===== src/rtl/time_adj_pkg.sv =====
// Shared constants and types for the time field adjuster:
// PS/2 prefix bytes, default key scancodes and the RUN/EDIT mode encoding.
package time_adj_pkg;

  // PS/2 set-2 prefix bytes
  localparam logic [7:0] SC_BRK = 8'hF0;  // break (key release) prefix
  localparam logic [7:0] SC_EXT = 8'hE0;  // extended-key prefix

  // Default navigation/edit scancodes
  localparam logic [7:0] K_UP_DEF = 8'h75;
  localparam logic [7:0] K_DN_DEF = 8'h72;
  localparam logic [7:0] K_LT_DEF = 8'h6B;
  localparam logic [7:0] K_RT_DEF = 8'h74;
  localparam logic [7:0] K_EN_DEF = 8'h5A;

  // Operating mode; the encoding doubles as the editing flag
  typedef enum logic {
    MODE_RUN  = 1'b0,
    MODE_EDIT = 1'b1
  } mode_t;

endpackage


===== src/rtl/ps2_key_filter.sv =====
// Strips PS/2 break and extended prefixes from the raw byte stream and
// emits a one-cycle key_valid strobe for each key press (make code).
module ps2_key_filter
  import time_adj_pkg::*;
(
  input  logic       clk,
  input  logic       rst,
  input  logic [7:0] scan_code,
  input  logic       got_data,
  output logic       key_valid,
  output logic [7:0] key_code
);

  logic       brk_r;
  logic       key_valid_r;
  logic [7:0] key_code_r;

  // Track the break prefix and emit press events one cycle after the byte strobe
  always_ff @(posedge clk) begin
    if (rst) begin
      brk_r       <= 1'b0;
      key_valid_r <= 1'b0;
      key_code_r  <= 8'h00;
    end else begin
      key_valid_r <= 1'b0;
      if (got_data) begin
        case (scan_code)
          SC_BRK: begin
            brk_r <= 1'b1;
          end
          SC_EXT: begin
            // Extended prefix carries no key information; break state is kept
            brk_r <= brk_r;
          end
          default: begin
            if (brk_r) begin
              // Byte following F0 is a release: swallow it
              brk_r <= 1'b0;
            end else begin
              key_valid_r <= 1'b1;
              key_code_r  <= scan_code;
            end
          end
        endcase
      end else begin
        brk_r <= brk_r;
      end
    end
  end

  assign key_valid = key_valid_r;
  assign key_code  = key_code_r;

endmodule


===== src/rtl/time_field_adjuster.sv =====
// Bank of NCH wrap-around counters (seconds/minutes/hours by default).
// RUN mode advances the fields from a tick with carry ripple; EDIT mode lets
// keyboard keys move a cursor and step the selected field without carry.
module time_field_adjuster
  import time_adj_pkg::*;
#(
  parameter int              NCH  = 3,
  parameter int              W    = 6,
  parameter int              CW   = 2,
  parameter logic [NCH*W-1:0] MAXV = {6'd23, 6'd59, 6'd59},
  parameter logic [7:0]      K_UP = K_UP_DEF,
  parameter logic [7:0]      K_DN = K_DN_DEF,
  parameter logic [7:0]      K_LT = K_LT_DEF,
  parameter logic [7:0]      K_RT = K_RT_DEF,
  parameter logic [7:0]      K_EN = K_EN_DEF
) (
  input  logic             clk,
  input  logic             rst,
  input  logic [7:0]       scan_code,
  input  logic             got_data,
  input  logic             tick,
  output logic [NCH*W-1:0] cuenta,
  output logic [CW-1:0]    cursor,
  output logic             editing,
  output logic             rollover
);

  localparam logic [CW-1:0] CUR_LAST = CW'(NCH - 1);
  localparam logic [CW-1:0] CUR_ZERO = {CW{1'b0}};

  logic          key_valid_s;
  logic [7:0]    key_code_s;
  mode_t         mode_r;
  logic [CW-1:0] cursor_r;
  logic          rollover_r;
  logic [NCH:0]  carry_s;
  logic [NCH-1:0] wrap_s;

  logic key_en_s;
  logic key_up_s;
  logic key_dn_s;
  logic key_lt_s;
  logic key_rt_s;
  logic in_edit_s;

  ps2_key_filter u_key_filter (
    .clk       (clk),
    .rst       (rst),
    .scan_code (scan_code),
    .got_data  (got_data),
    .key_valid (key_valid_s),
    .key_code  (key_code_s)
  );

  // Decode the filtered key into one-hot action strobes
  always_comb begin
    key_en_s  = 1'b0;
    key_up_s  = 1'b0;
    key_dn_s  = 1'b0;
    key_lt_s  = 1'b0;
    key_rt_s  = 1'b0;
    in_edit_s = (mode_r == MODE_EDIT);
    if (key_valid_s) begin
      key_en_s = (key_code_s == K_EN);
      key_up_s = (key_code_s == K_UP);
      key_dn_s = (key_code_s == K_DN);
      key_lt_s = (key_code_s == K_LT);
      key_rt_s = (key_code_s == K_RT);
    end else begin
      key_en_s = 1'b0;
    end
  end

  // Tick enters the carry chain only in RUN; ticks in EDIT are dropped
  assign carry_s[0] = tick & (mode_r == MODE_RUN);

  // Mode FSM, cursor and the rollover pulse
  always_ff @(posedge clk) begin
    if (rst) begin
      mode_r     <= MODE_RUN;
      cursor_r   <= CUR_ZERO;
      rollover_r <= 1'b0;
    end else begin
      // Every field wrapped on this tick when the carry leaves the top field
      rollover_r <= carry_s[NCH];
      case (mode_r)
        MODE_RUN: begin
          if (key_en_s) begin
            mode_r <= MODE_EDIT;
          end else begin
            mode_r <= MODE_RUN;
          end
        end
        MODE_EDIT: begin
          if (key_en_s) begin
            mode_r <= MODE_RUN;
          end else if (key_lt_s) begin
            cursor_r <= (cursor_r == CUR_LAST) ? CUR_ZERO : cursor_r + CW'(1);
          end else if (key_rt_s) begin
            cursor_r <= (cursor_r == CUR_ZERO) ? CUR_LAST : cursor_r - CW'(1);
          end else begin
            mode_r <= MODE_EDIT;
          end
        end
        default: begin
          mode_r <= MODE_RUN;
        end
      endcase
    end
  end

  // One register per field with its own wrap limit and carry hand-off
  for (genvar i = 0; i < NCH; i++) begin : g_field
    localparam logic [W-1:0]  MAX_I = MAXV[i*W +: W];
    localparam logic [CW-1:0] IDX   = CW'(i);

    logic [W-1:0] field_r;
    logic         sel_s;

    assign wrap_s[i]    = (field_r == MAX_I);
    assign carry_s[i+1] = carry_s[i] & wrap_s[i];
    assign sel_s        = in_edit_s & (cursor_r == IDX);
    assign cuenta[i*W +: W] = field_r;

    // Count on incoming carry in RUN, step without carry when selected in EDIT
    always_ff @(posedge clk) begin
      if (rst) begin
        field_r <= {W{1'b0}};
      end else if (carry_s[i]) begin
        field_r <= wrap_s[i] ? {W{1'b0}} : field_r + W'(1);
      end else if (sel_s && key_up_s) begin
        field_r <= wrap_s[i] ? {W{1'b0}} : field_r + W'(1);
      end else if (sel_s && key_dn_s) begin
        field_r <= (field_r == {W{1'b0}}) ? MAX_I : field_r - W'(1);
      end else begin
        field_r <= field_r;
      end
    end
  end

  assign cursor   = cursor_r;
  assign editing  = (mode_r == MODE_EDIT);
  assign rollover = rollover_r;

endmodule


===== config.mk =====
export PLATFORM = sky130hd
export DESIGN_NAME = time_field_adjuster
export DESIGN_NICKNAME = d
export VERILOG_FILES = /design/src/rtl/time_adj_pkg.sv /design/src/rtl/ps2_key_filter.sv /design/src/rtl/time_field_adjuster.sv
export SDC_FILE = /design/constraint.sdc
export NUM_CORES = 1
export LEC_CHECK = 0
export BUFFER_PORTS_ARGS = -buffer_cell sky130_fd_sc_hd__buf_4
export CAP_MARGIN = 25
export CORE_MARGIN = 8
export CORE_UTILIZATION = 62
export CTS_BUF_LIST = sky130_fd_sc_hd__clkbuf_4 sky130_fd_sc_hd__clkbuf_8 sky130_fd_sc_hd__clkbuf_16
export CTS_CLUSTER_DIAMETER = 200
export CTS_CLUSTER_SIZE = 16
export DETAILED_ROUTE_END_ITERATION = 16
export PLACE_DENSITY = 0.86
export SLEW_MARGIN = 20
export SYNTH_ARGS = -nofsm -noshare
export SYNTH_HDL_FRONTEND = slang
export SYNTH_SLANG_ARGS = --single-unit

===== constraint.sdc =====
create_clock -name clk -period 5 [get_ports clk]
set_clock_uncertainty 0.1 [all_clocks]
set_input_delay 0.25 -clock clk [delete_from_list [all_inputs] [get_ports clk]]
set_output_delay 0.25 -clock clk [all_outputs]
set_load 0.01 [all_outputs]

# == Word level (Yosys, flattened, before mapping) ==
# Cells that the tools add are included.
# classes
add_sub_neg,8
eq_ne,12
n_mux,29
n_bitwise,13
n_reduce_logical,19
# ops
op,count
$mux W6,15
$eq A8 B7 Y1 const B,5
$add A6 B1 Y6 const B,3
$logic_not A6 Y1,3
$sub A6 B1 Y6 const B,3
$eq A8 B8 Y1 const B,2
$eq A6 B6 Y1 const B,2
$reduce_bool A3 Y1,3
$mux W1,8
$mux W2,4
$and A1 B1 Y1,7
$eq A6 B5 Y1 const B,1
$logic_and A1 B1 Y1,6
$not A1 Y1,6
$reduce_and A3 Y1,2
$pmux W1 S2,2
$reduce_or A4 Y1,1
$add A2 B1 Y2 const B,1
$eq A2 B1 Y1 const B,1
$eq A2 B2 Y1 const B,1
$logic_not A2 Y1,1
$reduce_and A2 Y1,1
$reduce_bool A2 Y1,1
$reduce_or A2 Y1,1
$sub A2 B1 Y2 const B,1
# totals
register_bits,32
inputBits,12
out_inout_bits,22
elab_cells,90

# == Longest topological paths before layout ==
# Gate-level depths: netlist (run 1).
# depth
depth_word,6
ltp_mapped,8
mapped_depth_nobuf,7

# == Hierarchy ==
# Synthesis (run 1) repeated with hierarchy kept, for this count alone.
# hier_totals
cells_unflattened,306
area_unflattened_um2,2383.5
# modules_own_cells
module,n_inst,cells_per_inst,area_per_inst_um2,seq_area_each_um2
time_field_adjuster,1,263,1953.1,440.4
ps2_key_filter,1,43,430.4,200.2

# == Worst setup path before layout (run 1) ==
# OpenSTA, ideal clock, no wires.
# synth_path
path_type,register -> register
startpoint,register g_field[1].field_r[0]
endpoint,register g_field[2].field_r[3]
t_arrival_ns,1.776
required_ns,4.830
setup_slack_ns,3.053
stages_incl_launch_ff,8
n_path_buf,1
period_less_slack_ns,1.947
cell_sequence,dfxtp_1 > ha_1 > nand2b_1 > nor2_1 > a41o_1 > buf_2 > mux2_2 > a21oi_1
# synth_via
elab_chain_len,3
elab_cells_between_ends,4
# synth_lines
item,line,source
from (decl),time_field_adjuster.sv:117,logic [W-1:0] field_r;
from (signal assigned),time_field_adjuster.sv:128,field_r <= {W{1'b0}};
from (signal assigned),time_field_adjuster.sv:130,field_r <= wrap_s[i] ? {W{1'b0}} : field_r + W'(1);
from (signal assigned),time_field_adjuster.sv:132,field_r <= wrap_s[i] ? {W{1'b0}} : field_r + W'(1);
$eq A6 B6 Y1 (*),time_field_adjuster.sv:120,assign wrap_s[i] = (field_r == MAX_I);
$and A1 B1 Y1 (*),time_field_adjuster.sv:121,assign carry_s[i+1] = carry_s[i] & wrap_s[i];
$reduce_bool A3 Y1 (no source line) or $mux W6 (tied branches),-,
to (signal assigned),time_field_adjuster.sv:128,
to (signal assigned),time_field_adjuster.sv:130,
to (signal assigned),time_field_adjuster.sv:132,
to (decl),time_field_adjuster.sv:117,
# Mark *: on every way between the ends. The rest lies on a longest branch, timed or not.
# A chain may end at the register's enable or synchronous reset.

# == Final worst setup path (run 1) ==
# layout_path
startpoint,"register u_key_filter.key_code_r[3], in the netlist u_key_filter.key_code[3]"
endpoint,register g_field[2].field_r[3]
# layout_via
elab_chain_len,5
elab_cells_between_ends,9
# layout_lines
item,line,source
from (decl),ps2_key_filter.sv:16,logic [7:0] key_code_r;
from (signal assigned),ps2_key_filter.sv:41,key_code_r <= scan_code;
$eq A8 B7 Y1,time_field_adjuster.sv:65,key_up_s = (key_code_s == K_UP);
$mux W1,time_field_adjuster.sv:63,if (key_valid_s) begin
$logic_and A1 B1 Y1,time_field_adjuster.sv:131,end else if (sel_s && key_up_s) begin
$mux W6,time_field_adjuster.sv:131,
$mux W6,time_field_adjuster.sv:129,end else if (carry_s[i]) begin
# Parallel ways exist; a longest one is shown, timed or not.

==> results of run 1 <==
==> cells in the final DEF (no fill, tap or decap), types with 5 or more instances in the layout <==
| cell type | netlist | final |
|---|---|---|
| o21ai_0 | 13 | 13 |
| nor3_1 | 9 | 9 |
| inv_1 | 15 | 15 |
| nor2_1 | 26 | 26 |
| nor4_1 | 6 | 6 |
| a31oi_1 | 5 | 5 |
| nor2b_1 | 6 | 6 |
| and3_1 | 6 | 6 |
| a21oi_1 | 13 | 13 |
| clkbuf_8 | 0 | 5 |
| nand2_1 | 17 | 17 |
| buf_4 | 1 | 34 |
| dfxtp_1 | 32 | 32 |
| ha_1 | 15 | 15 |
| mux2i_1 | 12 | 12 |
| nand2b_1 | 6 | 6 |
| o21ai_1 | 6 | 6 |
| nand3_1 | 12 | 12 |
==> flip-flops by register name, summed over array words and instances, names as in the netlist <==
| register | count |
|---|---|
| g_field.field_r | 18 |
| rollover | 1 |
| editing | 1 |
| u_key_filter.key_valid | 1 |
| u_key_filter.key_code | 8 |
| u_key_filter.brk_r | 1 |
| cursor | 2 |
==> worst register-to-register path, cell delays in order (launching register included) <==
cell       delay (ns)
dfxtp_1          0.34
nand4bb_1        0.41
nor4_1           0.40
a41o_1           0.39
mux2_2           0.38
a21oi_1          0.11
==> metrics by stage <==
step / instances / cell area (µm²) / setup slack, ns / hold slack, ns / power, W
3_3_place_gp: 349 / 2540 / 2.88 / 0.341 / 0.000323
6_report: 357 / 2650 / 2.80 / 0.106 / 0.000571
4_1_cts: 357 / 2650 / 2.82 / 0.109 / 0.000574
2_1_floorplan: 283 / 2300 / 3.05 / 0.284 / 0.000306
3_5_place_dp: 349 / 2540 / 2.84 / 0.346 / 0.000324
5_1_grt: 357 / 2650 / 2.56 / 0.111 / 0.000592
==> Yosys cell counts, types with 3 or more instances <==
cell,instances,area [µm²]
dfxtp_1,32,641
nand2b_1,6,37.5
buf_2,3,15.0
inv_1,15,56.3
nor4_1,6,37.5
nor2b_1,6,37.5
nor2_1,26,97.6
and3_1,6,37.5
o211ai_1,4,30.0
mux2i_1,12,120
nand2_1,17,63.8
or3_1,4,25.0
nor3b_1,3,22.5
a32oi_1,3,26.3
a211oi_1,4,30.0
nor3_1,9,45.0
a21oi_1,13,65.1
o21ai_1,6,30.0
a31oi_1,5,31.3
xor2_1,4,35.0
o21ai_0,13,65.1
ha_1,15,188
clkbuf_1,10,37.5
nand3_1,12,60.1
==> worst max-delay path by stage <==
stage	start	endpoint	slack (ns)	cells past startpoint
6_report	u_key_filter.key_code[3]	g_field[2].field_r[3]	2.80	5
5_1_grt	u_key_filter.key_code[3]	g_field[0].field_r[2]	2.56	5
4_1_cts	u_key_filter.key_code[3]	g_field[2].field_r[2]	2.82	5
3_5_place_dp	u_key_filter.key_code[3]	g_field[2].field_r[2]	2.84	5
3_3_place_gp	u_key_filter.key_code[3]	g_field[2].field_r[3]	2.88	5
2_1_floorplan	g_field[1].field_r[0]	g_field[2].field_r[3]	3.05	7
==> power groups by stage <==
stage          clock, W  combinational [W]  sequential [W]
5_1_grt        0.000268          0.0000558        0.000269
6_report       0.000252          0.0000507        0.000268
3_3_place_gp          0          0.0000495        0.000273
4_1_cts        0.000256          0.0000507        0.000268
3_5_place_dp          0          0.0000502        0.000274
2_1_floorplan         0          0.0000330        0.000272
==> kinds of logic (layout without fill, tap and decap cells) <==
group | after synthesis | in the layout | share of synthesized area
compound gates | 69 | 69 | 0.210
xor+xnor | 6 | 6 | 0.0228
fa+ha+maj | 15 | 15 | 0.0815
buf+inv | 31 | 57 | 0.0603
flops | 32 | 32 | 0.278
mux | 16 | 16 | 0.0717
simple gates | 114 | 114 | 0.275
==> routing by layer <==
metal | routed length (µm) | share of wire | track usage | up-vias
li1 | - | - | - | 1088
met1 | 2400 | 0.45 | 0.218 | 1001
met2 | 2550 | 0.48 | 0.295 | 52
met3 | 279 | 0.053 | 0.0478 | 6
met4 | 54 | 0.010 | 0.0615 | 0
met5 | 0 | 0 | 0 | -
==> cell type report <==
cell class / instances / area [µm²]
multi-input cells: 220 / 1520
fillers: 287 / 958
flip-flops and latches: 32 / 641
repair buffers: 34 / 255
clock buffers: 5 / 68.8
well taps: 48 / 60.1
inverters: 15 / 56.3
clock inverters: 3 / 42.5
==> impl_metrics.tcl, run 1 <==
set metrics [dict create \
    clock_latency_ns 0.29 \
    synth_nets 310 \
    vias 2147 \
    wire_per_inst_um 14.8 \
    post-dp-hpwl_um 3810 \
    internal-power_w 0.000432 \
    grt_pass1_vias 2012 \
    hold_path.class "in2reg" \
    cts.hold.buffers_added 0 \
    reg2reg_depth 5 \
    crit_path_start_kind "register" \
    antenna_found_initial 0 \
    post_cts_buffers 0 \
    p_switching_w 0.000138 \
    maxSlewHeadroom 0.435 \
    cts_max_path_buffers 2 \
    ys.flop_type "dfxtp_1" \
    pwr-share-comb 0.089 \
    max-cap-violations 0 \
    nets 335 \
    cts-resized-gates 0 \
    route.detailed.drc 0 \
    synth_seq_area_share 0.278 \
    rsz0062_at_grt "false" \
    htree_levels 2 \
    p_per_area_nw_per_um2 216 \
    seq_power_share 0.469 \
    cts_buffers 5 \
    yosysWarnings 0 \
    min_to "u_key_filter.key_code[2]" \
    rrSetupSlack_ns 2.80 \
    slew_viol_final 0 \
    hp-start "scan_code[2]" \
    syn_avg_cell_area_um2 8.14 \
    layout_min_cycle_time_ns 2.20 \
    crit_type "reg2reg" \
    drt_pass1_iterations 4 \
    p_sw_frac 0.242 \
    grt_pass1_wl_um 8990 \
    yosys.cell_types.count 59 \
    setup_viol 0 \
    power.static_leakage_nw 1.00 \
    netlist_instances 283 \
    cpMaxStageDelayCell "nand4bb_1" \
    gp_congestion 0.861 \
    die_h_um 77.0 \
    crit_family "simple AND/OR/NAND/NOR gates" \
    area_growth_syn_to_layout_pct 14.9 \
    ioPinCount 34 \
    required_ns 5.13 \
    row_count 22 \
    initial_core_util 0.639 \
    final.period_utilization 0.441 \
    p_clk_frac 0.442 \
    drtIter0Drc 166 \
    r2r-start "u_key_filter.key_code[3]" \
    cts_num_sinks 32 \
    dieArea_um2 5920 \
    path_buf_inv 0 \
    drt-total-wl_um 5290 \
    core-area_um2 3610 \
    tightest_slew_ns 0.845 \
    clk_pin_slew_ns 0.07 \
    end_kind "register" \
    ant_nets 0 \
    port_buffers 33 \
    grt_max_degree 33 \
    slowest_delay_ns 0.41 \
    hold_viol 0 \
    r2r-end "g_field[2].field_r[3]" \
    hold_depth 3 \
    max_freq_mhz 454 \
    drive_gt1_frac 0.197 \
    arrival_ns 2.33 \
    synth_edf_count 0 \
    fin_util 0.734 \
    critical_path.max_fanout 11 \
    outcome "finished, final reports clean" \
    root_buffer "clkbuf_8" \
    grt_usage 0.179 \
    vias_per_cell 6.01 \
    fin_setup_tns_ns 0 \
    async_flop_share 0 \
    cts_tree "built" \
    grt_overflow 0 \
    ys_ff_latch 32 \
    crit_chain "nand4bb_1 > nor4_1 > a41o_1 > mux2_2 > a21oi_1" \
    antenna_cells 0 \
    fp.dieW_um 77.0 \
    synth_area_um2 2300 \
    irDropWorstVdd_mv 0.193 \
]
Power figures use the tool's default switching activity.
==> inputs of run 2 (changes only) <==
--- a/config.mk
+++ b/config.mk
@@ -5,15 +5,16 @@
 export SDC_FILE = /design/constraint.sdc
 export NUM_CORES = 1
 export LEC_CHECK = 0
+export ABC_AREA = 1
 export BUFFER_PORTS_ARGS = -buffer_cell sky130_fd_sc_hd__buf_4
 export CAP_MARGIN = 25
 export CORE_MARGIN = 8
-export CORE_UTILIZATION = 62
+export CORE_UTILIZATION = 52
 export CTS_BUF_LIST = sky130_fd_sc_hd__clkbuf_4 sky130_fd_sc_hd__clkbuf_8 sky130_fd_sc_hd__clkbuf_16
 export CTS_CLUSTER_DIAMETER = 200
 export CTS_CLUSTER_SIZE = 16
 export DETAILED_ROUTE_END_ITERATION = 16
-export PLACE_DENSITY = 0.86
+export PLACE_DENSITY = 0.76
 export SLEW_MARGIN = 20
 export SYNTH_ARGS = -nofsm -noshare
 export SYNTH_HDL_FRONTEND = slang
==> constraint.sdc (replaced) <==
create_clock -name clk -period 1.75 [get_ports clk]
set_clock_uncertainty 0.1 [all_clocks]
set_input_delay 0.0875 -clock clk [delete_from_list [all_inputs] [get_ports clk]]
set_output_delay 0.0875 -clock clk [all_outputs]
set_load 0.01 [all_outputs]
==> run 2 against run 1 <==
Compared with the run above:
- maximum frequency increased by 35%
- register-to-register slack worse by 2.7 ns
- largest power group is now the clock network
- critical path depth is 3 higher
- non-clock buffer count up 15
- die area rose by 24%
==> impl_metrics.tcl, run 2 <==
set metrics [dict create \
    outcome "finished, final reports clean" \
    path_buf_inv 0 \
    syn_avg_cell_area_um2 6.47 \
    ioPinCount 34 \
    regMostFlops "g_field.field_r" \
    drtIter0Drc 134 \
    synth_nets 418 \
    post-dp-hpwl_um 4370 \
    synthTopCellsByArea "dfxtp_1, nand2_1, nor2_1" \
    pwr-share-comb 0.133 \
    cts_max_path_buffers 2 \
    synth_common_cells "nand2_1, nor2_1, inv_1" \
    slew_viol_final 0 \
    clk_pin_slew_ns 0.07 \
    fp.dieW_um 85.7 \
    async_flop_share 0 \
    arrival_ns 1.71 \
    synth_edf_count 0 \
    totalPowerFinal_w 0.00183 \
    crit_family "simple AND/OR/NAND/NOR gates" \
    slowest_delay_ns 0.38 \
    initial_core_util 0.539 \
    cts_buffers 5 \
    required_ns 1.83 \
    cpMaxStageDelayCell "dfxtp_2" \
    p_per_area_nw_per_um2 590 \
    seq_power_share 0.427 \
    hold_path.class "in2reg" \
    wire_per_inst_um 12.8 \
    gp_congestion 0.852 \
    drt-total-wl_um 6350 \
    yosysWarnings 0 \
    whs_ns 0.224 \
    nets 467 \
    crit_cells 8 \
    crit_type "reg2reg" \
    rsz0062_at_grt "false" \
    area_growth_syn_to_layout_pct 22.4 \
    fin_setup_tns_ns 0 \
    r2r-start "g_field[1].field_r[1]" \
    yosys.cell_types.count 35 \
    mostFrequentLayoutCell "nand2_1" \
    largest_reg_flops 18 \
    grt_overflow 0 \
    die_h_um 85.7 \
    maxSlewHeadroom 0.634 \
    vias 2609 \
    internal-power_w 0.00136 \
    netlist_instances 391 \
    grt_usage 0.180 \
    setup_viol 0 \
    port_buffers 33 \
    final.setup.worst_slack_ns 0.114 \
    synth_area_um2 2530 \
    critical_path.max_fanout 6 \
    row_count 25 \
    pre_cts_slack_ns 0.0970 \
    end_kind "register" \
    crit_start "g_field[1].field_r[1]" \
    synth.top_cell.area_share 0.253 \
    max-cap-violations 0 \
    cts_num_sinks 32 \
    root_buffer "clkbuf_8" \
    reg2reg_depth 8 \
    core-area_um2 4690 \
    yosysTopAreaCell "dfxtp_1" \
    p_switching_w 0.000469 \
    p_clk_frac 0.440 \
    grt_max_degree 18 \
    htree_levels 2 \
    drive_gt1_frac 0.202 \
    antenna_cells 0 \
    cts_tree "built" \
    synth_seq_area_share 0.253 \
    rrSetupSlack_ns 0.11 \
    yosys.cell_count.top_type "nand2_1" \
    ys.flop_type "dfxtp_1" \
    antenna_found_initial 0 \
    irDropWorstVdd_mv 0.477 \
    max_freq_mhz 611 \
    layout_min_cycle_time_ns 1.64 \
    grt_pass1_vias 2487 \
    crit_path_end "g_field[2].field_r[0]" \
    final_cell_mix "nand2_1, nor2_1, inv_1" \
    grt_pass1_wl_um 11000 \
    crit_path_start_kind "register" \
    r2r-end "g_field[2].field_r[0]" \
    p_sw_frac 0.257 \
    vias_per_cell 5.27 \
    dieArea_um2 7350 \
    ant_nets 0 \
    crit_chain "ha_2 > nand2_2 > nor2_4 > nand3_4 > nand2_4 > nand2_1 > a21boi_1 > nor2_1" \
    clock_latency_ns 0.29 \
    final.period_utilization 0.935 \
    tightest_slew_ns 0.549 \
    drt_pass1_iterations 5 \
    route.detailed.drc 0 \
    ys_ff_latch 32 \
    power.static_leakage_nw 1.50 \
    hold_viol 0 \
]
-- run 2: cell count changes in the layout (fill, tap and decap cells not counted), moves of 10 or more --
| cell | previous run | this run |
|---|---|---|
| nor2_1 | 26 | 66 |
| nand3_1 | 12 | 30 |
| nand2_1 | 17 | 94 |
| inv_1 | 15 | 46 |
| mux2i_1 | 12 | 0 |
| nand4_1 | 2 | 16 |
| dlygate4sd3_1 | 0 | 10 |
-- run 2: worst reg2reg max path: cells and delay by family, from the launching register on --
family,cells,cell delay (ns)
and+or+nand+nor,6,0.66
DFF,1,0.38
adders and majority gates,1,0.24
AOI/OAI and AO/OA,1,0.16
-- run 2: through the flow --
step | instance area, µm² | utilization | std cells
final | 3090 | 0.659 | 495
after detailed placement | 2850 | 0.606 | 477
after CTS | 3070 | 0.655 | 495
after floorplan | 2530 | - | 391
after global routing | 3090 | 0.659 | 495
after global placement | 2850 | 0.606 | 477
-- run 2: power groups by stage --
stage                     Clock, W  Sequential (W)  Combinational (W)
after floorplan                  0        0.000792           0.000146
after global placement           0        0.000793           0.000215
after detailed placement         0        0.000795           0.000217
after CTS                 0.000814        0.000778           0.000238
after global routing      0.000841        0.000783           0.000273
final                     0.000805        0.000779           0.000243
-- run 2: cell type report --
type	instances	area, µm²
Multi-Input combinational cell	298	1660
Fill cell	437	1600
Sequential cell	32	646
Timing Repair Buffer	49	393
Inverter	54	205
Clock buffer	7	96.3
Tap cell	54	67.6
Clock inverter	1	30.0
-- run 2: routing by layer --
layer,share of wire,vias to the layer above,global-route usage
li1,-,1355,-
met1,0.46,1198,0.204
met2,0.49,49,0.324
met3,0.044,7,0.0468
met4,0.010,0,0.0462
met5,0,-,0
-- run 2: kinds of logic (layout without fill, tap and decap cells) --
family	after synthesis	in the layout	synth area share
AOI/OAI and AO/OA	36	36	0.0777
DFF	32	32	0.253
xor gates and xnor gates	4	4	0.0139
buffers and inverters	61	111	0.0985
adders and majority gates	15	15	0.0742
and+or+nand+nor	243	243	0.482
-- run 2: timing repair --
| action | in CTS | in global routing |
|---|---|---|
| buffers inserted | 0 | 0 |
| endpoints found under the hold margin | 10 | 0 |
| endpoints found under the setup margin | 0 | 15 |
| hold buffers | 10 | 0 |
| resized for setup | 0 | 10 |
-- run 2: worst min path at each step --
stage	start	endpoint	slack, ns	cells past startpoint
4_1_cts	tick	rollover	0.21	6
5_1_grt	tick	rollover	0.23	6
3_5_place_dp	got_data	u_key_filter.brk_r	0.22	2
2_1_floorplan	rst	u_key_filter.brk_r	0.07	1
3_3_place_gp	scan_code[7]	u_key_filter.key_code[7]	0.22	3
6_report	tick	rollover	0.22	6
